$ cat config.mk
export PLATFORM = sky130hd
export DESIGN_NAME = jtag_gpio_tap
export DESIGN_NICKNAME = d
export VERILOG_FILES = /design/src/rtl/jtag_gpio_tap.sv
export SDC_FILE = /design/constraint.sdc
export NUM_CORES = 1
export LEC_CHECK = 0
export BUFFER_PORTS_ARGS = -buffer_cell sky130_fd_sc_hd__buf_2
export CAP_MARGIN = 10
export CORE_MARGIN = 5
export CORE_UTILIZATION = 40
export CTS_CLUSTER_SIZE = 10
export DETAILED_ROUTE_END_ITERATION = 6
export PLACE_DENSITY_LB_ADDON = 0.1
export SLEW_MARGIN = 40
export SYNTH_ARGS = -nofsm -noshare
export SYNTH_HDL_FRONTEND = slang
export SYNTH_SLANG_ARGS = --single-unit
export TNS_END_PERCENT = 50
$ cat constraint.sdc
create_clock -name clk -period 3.65 [get_ports clk]
set_clock_uncertainty 0.15 [all_clocks]
set_input_delay 0.365 -clock clk [delete_from_list [all_inputs] [get_ports clk]]
set_output_delay 0.365 -clock clk [all_outputs]
set_load 0.01 [all_outputs]
$ cat src/rtl/jtag_gpio_tap.sv
// JTAG TAP responder (IDCODE, BYPASS, GPIO) oversampling tck in the clk domain.
// Optional JTAG_GPIO_SAMPLE_PRELOAD_EN adds SAMPLE_PRELOAD on the GPIO chain.
module jtag_gpio_tap #(
    parameter int          IR_LENGTH    = 4,
    parameter logic [31:0] IDCODE_VALUE = 32'h149511c3,
    parameter int          GPIO_WIDTH   = 3,
    parameter int          SYNC_STAGES  = 2
) (
    input  logic                  clk,
    input  logic                  reset,
    input  logic                  tck,
    input  logic                  tms,
    input  logic                  tdi,
    output logic                  tdo,
    output logic                  tdo_oe,
    input  logic [GPIO_WIDTH-1:0] gpio_in,
    output logic [GPIO_WIDTH-1:0] gpio_out
);

    localparam logic [IR_LENGTH-1:0] IR_IDCODE  = IR_LENGTH'(4'b0010);
    localparam logic [IR_LENGTH-1:0] IR_GPIO    = IR_LENGTH'(4'b1010);
    localparam logic [IR_LENGTH-1:0] IR_CAPTURE = IR_LENGTH'(4'b0101);
`ifdef JTAG_GPIO_SAMPLE_PRELOAD_EN
    localparam logic [IR_LENGTH-1:0] IR_SAMPLE  = IR_LENGTH'(4'b0001);
`endif

    typedef enum logic [3:0] {
        TLR, RTI, SEL_DR, CAP_DR, SH_DR, EX1_DR, PAUSE_DR, EX2_DR, UPD_DR,
        SEL_IR, CAP_IR, SH_IR, EX1_IR, PAUSE_IR, EX2_IR, UPD_IR
    } state_t;

    state_t state, state_next;

    logic [SYNC_STAGES-1:0] tck_sync, tms_sync, tdi_sync;
    logic                   tck_prev;
    logic                   tck_s, tms_s, tdi_s;
    logic                   tck_rise, tck_fall;

    logic [IR_LENGTH-1:0]  ir, ir_sr, ir_eff;
    logic [31:0]           id_sr;
    logic [GPIO_WIDTH-1:0] gpio_sr;
    logic                  byp_sr;
    logic                  sel_id, sel_gpio, sel_upd;
    logic                  dr_lsb;

    assign tck_s    = tck_sync[SYNC_STAGES-1];
    assign tms_s    = tms_sync[SYNC_STAGES-1];
    assign tdi_s    = tdi_sync[SYNC_STAGES-1];
    assign tck_rise = tck_s & ~tck_prev;
    assign tck_fall = ~tck_s & tck_prev;

    // TLR overrides the held instruction in the same cycle it is entered
    assign ir_eff  = (state == TLR) ? IR_IDCODE : ir;
    assign sel_id  = (ir_eff == IR_IDCODE);
    assign sel_upd = (ir_eff == IR_GPIO);
`ifdef JTAG_GPIO_SAMPLE_PRELOAD_EN
    assign sel_gpio = sel_upd || (ir_eff == IR_SAMPLE);
`else
    assign sel_gpio = sel_upd;
`endif
    assign dr_lsb = sel_id ? id_sr[0] : (sel_gpio ? gpio_sr[0] : byp_sr);

    always_comb begin
        state_next = state;
        if (tck_rise) begin
            case (state)
                TLR:      state_next = tms_s ? TLR      : RTI;
                RTI:      state_next = tms_s ? SEL_DR   : RTI;
                SEL_DR:   state_next = tms_s ? SEL_IR   : CAP_DR;
                CAP_DR:   state_next = tms_s ? EX1_DR   : SH_DR;
                SH_DR:    state_next = tms_s ? EX1_DR   : SH_DR;
                EX1_DR:   state_next = tms_s ? UPD_DR   : PAUSE_DR;
                PAUSE_DR: state_next = tms_s ? EX2_DR   : PAUSE_DR;
                EX2_DR:   state_next = tms_s ? UPD_DR   : SH_DR;
                UPD_DR:   state_next = tms_s ? SEL_DR   : RTI;
                SEL_IR:   state_next = tms_s ? TLR      : CAP_IR;
                CAP_IR:   state_next = tms_s ? EX1_IR   : SH_IR;
                SH_IR:    state_next = tms_s ? EX1_IR   : SH_IR;
                EX1_IR:   state_next = tms_s ? UPD_IR   : PAUSE_IR;
                PAUSE_IR: state_next = tms_s ? EX2_IR   : PAUSE_IR;
                EX2_IR:   state_next = tms_s ? UPD_IR   : SH_IR;
                UPD_IR:   state_next = tms_s ? SEL_DR   : RTI;
                default:  state_next = TLR;
            endcase
        end
    end

    always_ff @(posedge clk) begin
        if (reset) begin
            state    <= TLR;
        end else begin
            state    <= state_next;
        end
    end

    always_ff @(posedge clk) begin
        if (reset) begin
            tck_sync <= '0;
            tms_sync <= '0;
            tdi_sync <= '0;
            tck_prev <= 1'b0;
            ir       <= IR_IDCODE;
            ir_sr    <= '0;
            id_sr    <= '0;
            gpio_sr  <= '0;
            byp_sr   <= 1'b0;
            tdo      <= 1'b0;
            tdo_oe   <= 1'b0;
            gpio_out <= '0;
        end else begin
            tck_sync <= {tck_sync[SYNC_STAGES-2:0], tck};
            tms_sync <= {tms_sync[SYNC_STAGES-2:0], tms};
            tdi_sync <= {tdi_sync[SYNC_STAGES-2:0], tdi};
            tck_prev <= tck_s;
            if (state == TLR) ir <= IR_IDCODE;
            if (tck_rise) begin
                case (state)
                    CAP_IR: ir_sr <= IR_CAPTURE;
                    SH_IR:  ir_sr <= {tdi_s, ir_sr[IR_LENGTH-1:1]};
                    CAP_DR: begin
                        if (sel_id)        id_sr   <= IDCODE_VALUE;
                        else if (sel_gpio) gpio_sr <= gpio_in;
                        else               byp_sr  <= 1'b0;
                    end
                    SH_DR: begin
                        if (sel_id)        id_sr   <= {tdi_s, id_sr[31:1]};
                        else if (sel_gpio) gpio_sr <= {tdi_s, gpio_sr[GPIO_WIDTH-1:1]};
                        else               byp_sr  <= tdi_s;
                    end
                    default: ;
                endcase
            end
            if (tck_fall) begin
                if (state == UPD_IR) ir <= ir_sr;
                if (state == UPD_DR && sel_upd) gpio_out <= gpio_sr;
                tdo    <= (state == SH_IR) ? ir_sr[0] :
                          (state == SH_DR) ? dr_lsb : 1'b0;
                tdo_oe <= (state == SH_IR) || (state == SH_DR);
            end
        end
    end

endmodule
# [After elaboration in Yosys (flattened, before gate mapping)]
# Index checks and enable logic that the tools add are counted.
[word_totals] output_inout_bits=5 regBits=60 word_cells=89 in_bits=8
[classes] muxes=34 n_eq_ne=25 n_bitwise=4 reduce_logical=13
[ops] cell="2-to-1 mux 32 bit" n=2
[ops] cell="case mux 32 bit (2 select lines)" n=1
[ops] cell="case mux 4 bit (12 select lines)" n=1
[ops] cell="equality test 4 bit (second input constant)" n=9
[ops] cell="2-to-1 mux 4 bit" n=7
[ops] cell="2-to-1 mux 3 bit" n=6
[ops] cell="equality test 4 x 3 -> 1 bit (second input constant)" n=4
[ops] cell="!= test 2 bit (second input constant)" n=8
[ops] cell="equality test 4 x 2 -> 1 bit (second input constant)" n=3
[ops] cell="AND reduction 6 bit" n=2
[ops] cell="2-to-1 mux 1 bit" n=11
[ops] cell="case mux 4 bit (2 select lines)" n=1
[ops] cell="2-to-1 mux 2 bit" n=3
[ops] cell="case mux 3 bit (2 select lines)" n=1
[ops] cell="equality test 4 x 1 -> 1 bit (second input constant)" n=1
[ops] cell="logical NOT 4 bit" n=1
[ops] cell="AND reduction 2 bit" n=2
[ops] cell="AND reduction 4 bit" n=1
[ops] cell="nonzero test 2 bit" n=2
[ops] cell="OR reduction 2 bit" n=2
[ops] cell="OR reduction 3 bit" n=1
[ops] cell="AND 1 bit" n=2
[ops] cell="NOT 1 bit" n=2
[ops] cell="case mux 1 bit (2 select lines)" n=1
[ops] cell="other kinds (2)" n=2

# [Longest topological paths before layout]
[logic_depth] word_depth=7 ltp_mapped=7 mapped_depth_nobuf=4

# [Worst setup path after synthesis]
# No wires, ideal clock.
[synth_timing] path_type="register -> register" start="register state[0]" end="register id_sr[12]" period_less_slack_ns=2.071 arrival_time_ns=1.786 required_ns=3.365 path_stages_with_launch=8 slack_ns=1.579 path_cell_list="dfxtp_1 > buf_6 > or4_4 > buf_6 > a221o_1 > buf_6 > nor3_2 > nor3_2"
[synth_between] elab_chain_len=5 word_cells_on_any_way=10
[synth_lines] item="start, declared" line_no="32" source="state_t state, state_next;"
[synth_lines] item="start signal, assigned" line_no="92" source="state <= state_next;"
[synth_lines] item="logical NOT 4 bit" line_no="53" source="assign ir_eff = (state == TLR) ? IR_IDCODE : ir;"
[synth_lines] item="2-to-1 mux 4 bit" line_no="53"
[synth_lines] item="equality test 4 x 2 -> 1 bit" line_no="54" source="assign sel_id = (ir_eff == IR_IDCODE);"
[synth_lines] item="!= test 2 bit (no source line)"
[synth_lines] item="AND reduction 4 bit (no source line)"
[synth_lines] item="end signal, assigned" line_no="126" source="if (sel_id) id_sr <= {tdi_s, id_sr[31:1]};"
[synth_lines] item="end, declared" line_no="40" source="logic [31:0] id_sr;"
# Parallel ways exist; a longest one is shown, timed or not.
# A chain may end at the register's enable or synchronous reset.

# [Final worst setup path]
[layout_timing] start="register state[2]" end="register id_sr[28]"
# The elaborated chain is that of the path after synthesis.

==> results.md <==
* # Post-CTS Setup Buffers at 0
* DR iter-0 viols at ~120
* Largest area contributor in the netlist: dfxtp_1
* CTS Sinks at 60
* Nets@finish at about 310
* Skew-Pair Late Insertion Delay at around 340 ps
* Int Pwr at ~0.98 mW
* CP endpoint kind: flip-flop
* H-tree depth at 3
* Total GRT Usage at 13.6%
* Die Width at between 90 and 100 microns
* Wire length per cell at 13.6 microns
* Vias post-DR at roughly 2000
* Hold_buf cts at 0
* Net Sw Frac at ~22%
* Port buffer count at 12
* Vias per inst at between 5 and 6
* GP Congestion at ~0.83
* Top_reg_cell synth: dfxtp_1
* DR pass1 iterations at 4
* Final Slew Violations at 0
* Clock buffer depth at 2
* Max rail drop VDD at about 350 uV
* Number of global-route vias before repair at about 1900
* CP required at around 3700 ps
* Largest net degree at the start of global routing at 33
* Max Cap Viol at 0
* Overall power at 1.27 mW
* Final Cycle Share at between 60% and 70%
* Status: finished, final reports clean
* Worst slew pin tran at around 630 ps
* Io pins at 13
* Post-synth EDFFs at 0
* Number of buffers created by CTS at 9
* Slew HR at approximately 58%
* Psw at between 0.2 and 0.3 mW
* CP startpoint kind: flip-flop
* Initial Util at between 40% and 50%
* Synth async-reset ratio at 0%
* Synth Net Count at 310
* Leak at approximately 0.9 nW
* Register area at roughly 0.0012 sq mm
* RSZ-0062 raised after global routing: false
* Post-synthesis sequential area ratio at 45.7%
* Gr ovfl total at 0
* Die area at ~0.0083 sq mm
* Final Setup Violations at 0
* Final wirelength at between 5000 and 6000 microns
* Hold crit path type: in -> reg
* Critical Path Fanout Max at 32
* Final TNS setup at 0 ps
* Initial antenna violation count at 0
* Synth Warn # at 0
* Reg power frac at between 50% and 60%
* TritonCTS clock tree: yes
* Area delta synth->final at 8.86%
* # DRC at 0
* Layout cells sized above 1 at 17.8%
* Syn_area_per_cell at 8.70 sq um
* Filler cells at 638
* Logic gate share of total power at under 10%
* Synth top area share at 45.7%
* ANT cells at 0
* Row Count at 29
* Clk network pwr share at ~45%
* Core area at approximately 0.0064 sq mm
* Largest cells by area after synthesis: dfxtp_1 46%, a21oi_1 6.1%, nor3_2 6.1%
* Hold violation count in the final report at 0
* Netlist cell types at between 40 and 50
* Crit Path Class: reg -> reg
* CTS resizes at 0
* Post-route minimum period at approximately 2500 ps
* Chip height at between 90 and 100 microns
* Dpl hpwl at 3110 microns
* Worst endpoint data arrival time at 2510 ps
* Top achievable clock speed at slightly above 400 MHz
* Post-Syn Instances at a little over 300
* Power Density at 443 mW/mm^2
* First-pass GRT wire length at 9290 microns
* Clock-pin slew on the worst setup and hold paths at ~70 ps
* Post-synthesis cell area at ~0.0026 sq mm
* CTS root buf: clkbuf_8
* Multi-input combinational cell area at 0.00128 sq mm
* Yosys reg bits at 60
* Antenna-violating nets left at 0
[placed cells by master (no fill, tap or decap), types with 2 or more instances in the layout]
| cell | instances |
|---|---|
| nand2_1 | 38 |
| or3b_2 | 2 |
| dfxtp_1 | 60 |
| nand3_1 | 24 |
| clkbuf_8 | 9 |
| o21ai_0 | 4 |
| inv_1 | 3 |
| a21oi_1 | 32 |
| nand4_1 | 3 |
| a221oi_1 | 2 |
| a211oi_1 | 2 |
| nor2b_1 | 11 |
| mux2i_1 | 5 |
| a311oi_1 | 4 |
| nor3b_1 | 4 |
| nor3_2 | 16 |
| nand2b_1 | 5 |
| nor3_1 | 12 |
| o211ai_1 | 5 |
| clkinv_2 | 3 |
| buf_2 | 12 |
| or4b_2 | 2 |
| buf_4 | 4 |
| clkbuf_1 | 2 |
| nor2_1 | 25 |
[registers in the layout, indices dropped and copies added, names as in the netlist]
signal    flops
byp_sr        1
gpio_out      3
gpio_sr       3
id_sr        32
ir            4
ir_sr         4
state         4
tck_prev      1
tck_sync      2
tdi_sync      2
tdo           1
tdo_oe        1
tms_sync      2
[cells in the mapped netlist, drive strengths merged, types with 2 or more instances]
master and count:
inv 3, nand2b 5, nor3b 4, buf 12, a211oi 3, o21ai 4, nand3 24, a221oi 3
or3b 2, nor2 25, dfxtp 60, a21oi 32, nand2 38, nor3 28, mux2i 5, a311oi 4
or4b 2, nand4 3, clkbuf 13, nor2b 11, o211ai 5
[through the flow]
| stage | setup slack (ps) | cells | hold slack (ps) | area, sq um | utilization (%) |
|---|---|---|---|---|---|
| floorplan | 1580 | 302 | 264 | 2630 | - |
| global placement | 1240 | 370 | 266 | 2680 | 41.9 |
| detailed placement | 1210 | 370 | 275 | 2680 | 41.9 |
| CTS | 1180 | 386 | 79.2 | 2860 | 44.8 |
| global route | 1010 | 386 | 92.7 | 2860 | 44.8 |
| finish | 1190 | 386 | 95.0 | 2860 | 44.8 |
[cell families after synthesis]
group | Yosys count | synth area share [%]
buf+inv | 28 | 5.90
xor+xnor | 2 | 0.667
mux | 5 | 1.90
compound gates | 59 | 14.8
flops | 60 | 45.7
simple gates | 148 | 31.0
[metal layers]
| layer | GRT usage (%) | share of wire (%) | vias to the layer above |
|---|---|---|---|
| li1 | - | - | 1066 |
| met1 | 18.7 | 50 | 929 |
| met2 | 19.7 | 44 | 26 |
| met3 | 5.45 | 5.1 | 4 |
| met4 | 4.03 | 0.59 | 0 |
| met5 | 0 | 0 | - |
[worst max-delay path, stage by stage, from the launching register on]
cell,delay (ps)
dfxtp_1,700
or3b_2,570
a221o_1,370
buf_4,250
nor3_2,210
nor3_2,50
[final timing paths]
path,end,depth (start not counted),start,slack (ps)
worst min-delay path,tms_sync[0]$_SDFF_PP0_,2,tms,100
worst max-delay path,id_sr[28]$_SDFFE_PP0P_,5,state[2]$_SDFFE_PP0P_,1190
worst max register to register,id_sr[28]$_SDFFE_PP0P_,5,state[2]$_SDFFE_PP0P_,1190
worst min register to register,tdi_sync[1]$_SDFF_PP0_,1,tdi_sync[0]$_SDFF_PP0_,290
[power by group through the flow]
stage	Clock [mW]	Combinational, mW	Sequential, mW
after floorplan	0	0.0312	0.676
after global placement	0	0.0349	0.681
after detailed placement	0	0.0344	0.681
after CTS	0.586	0.0346	0.666
after global routing	0.621	0.0386	0.667
final	0.566	0.0341	0.666
[final cells by class]
class                   instances  share of cell area, %
flip-flops and latches         60                   42.0
multi-input cells             214                   44.7
well taps                      77                   3.37
clock inverters                 5                   1.84
inverters                       3                  0.394
repair buffers                 16                   3.15
clock buffers                  11                   4.59
No activity file was read; power rests on OpenSTA's default activity.
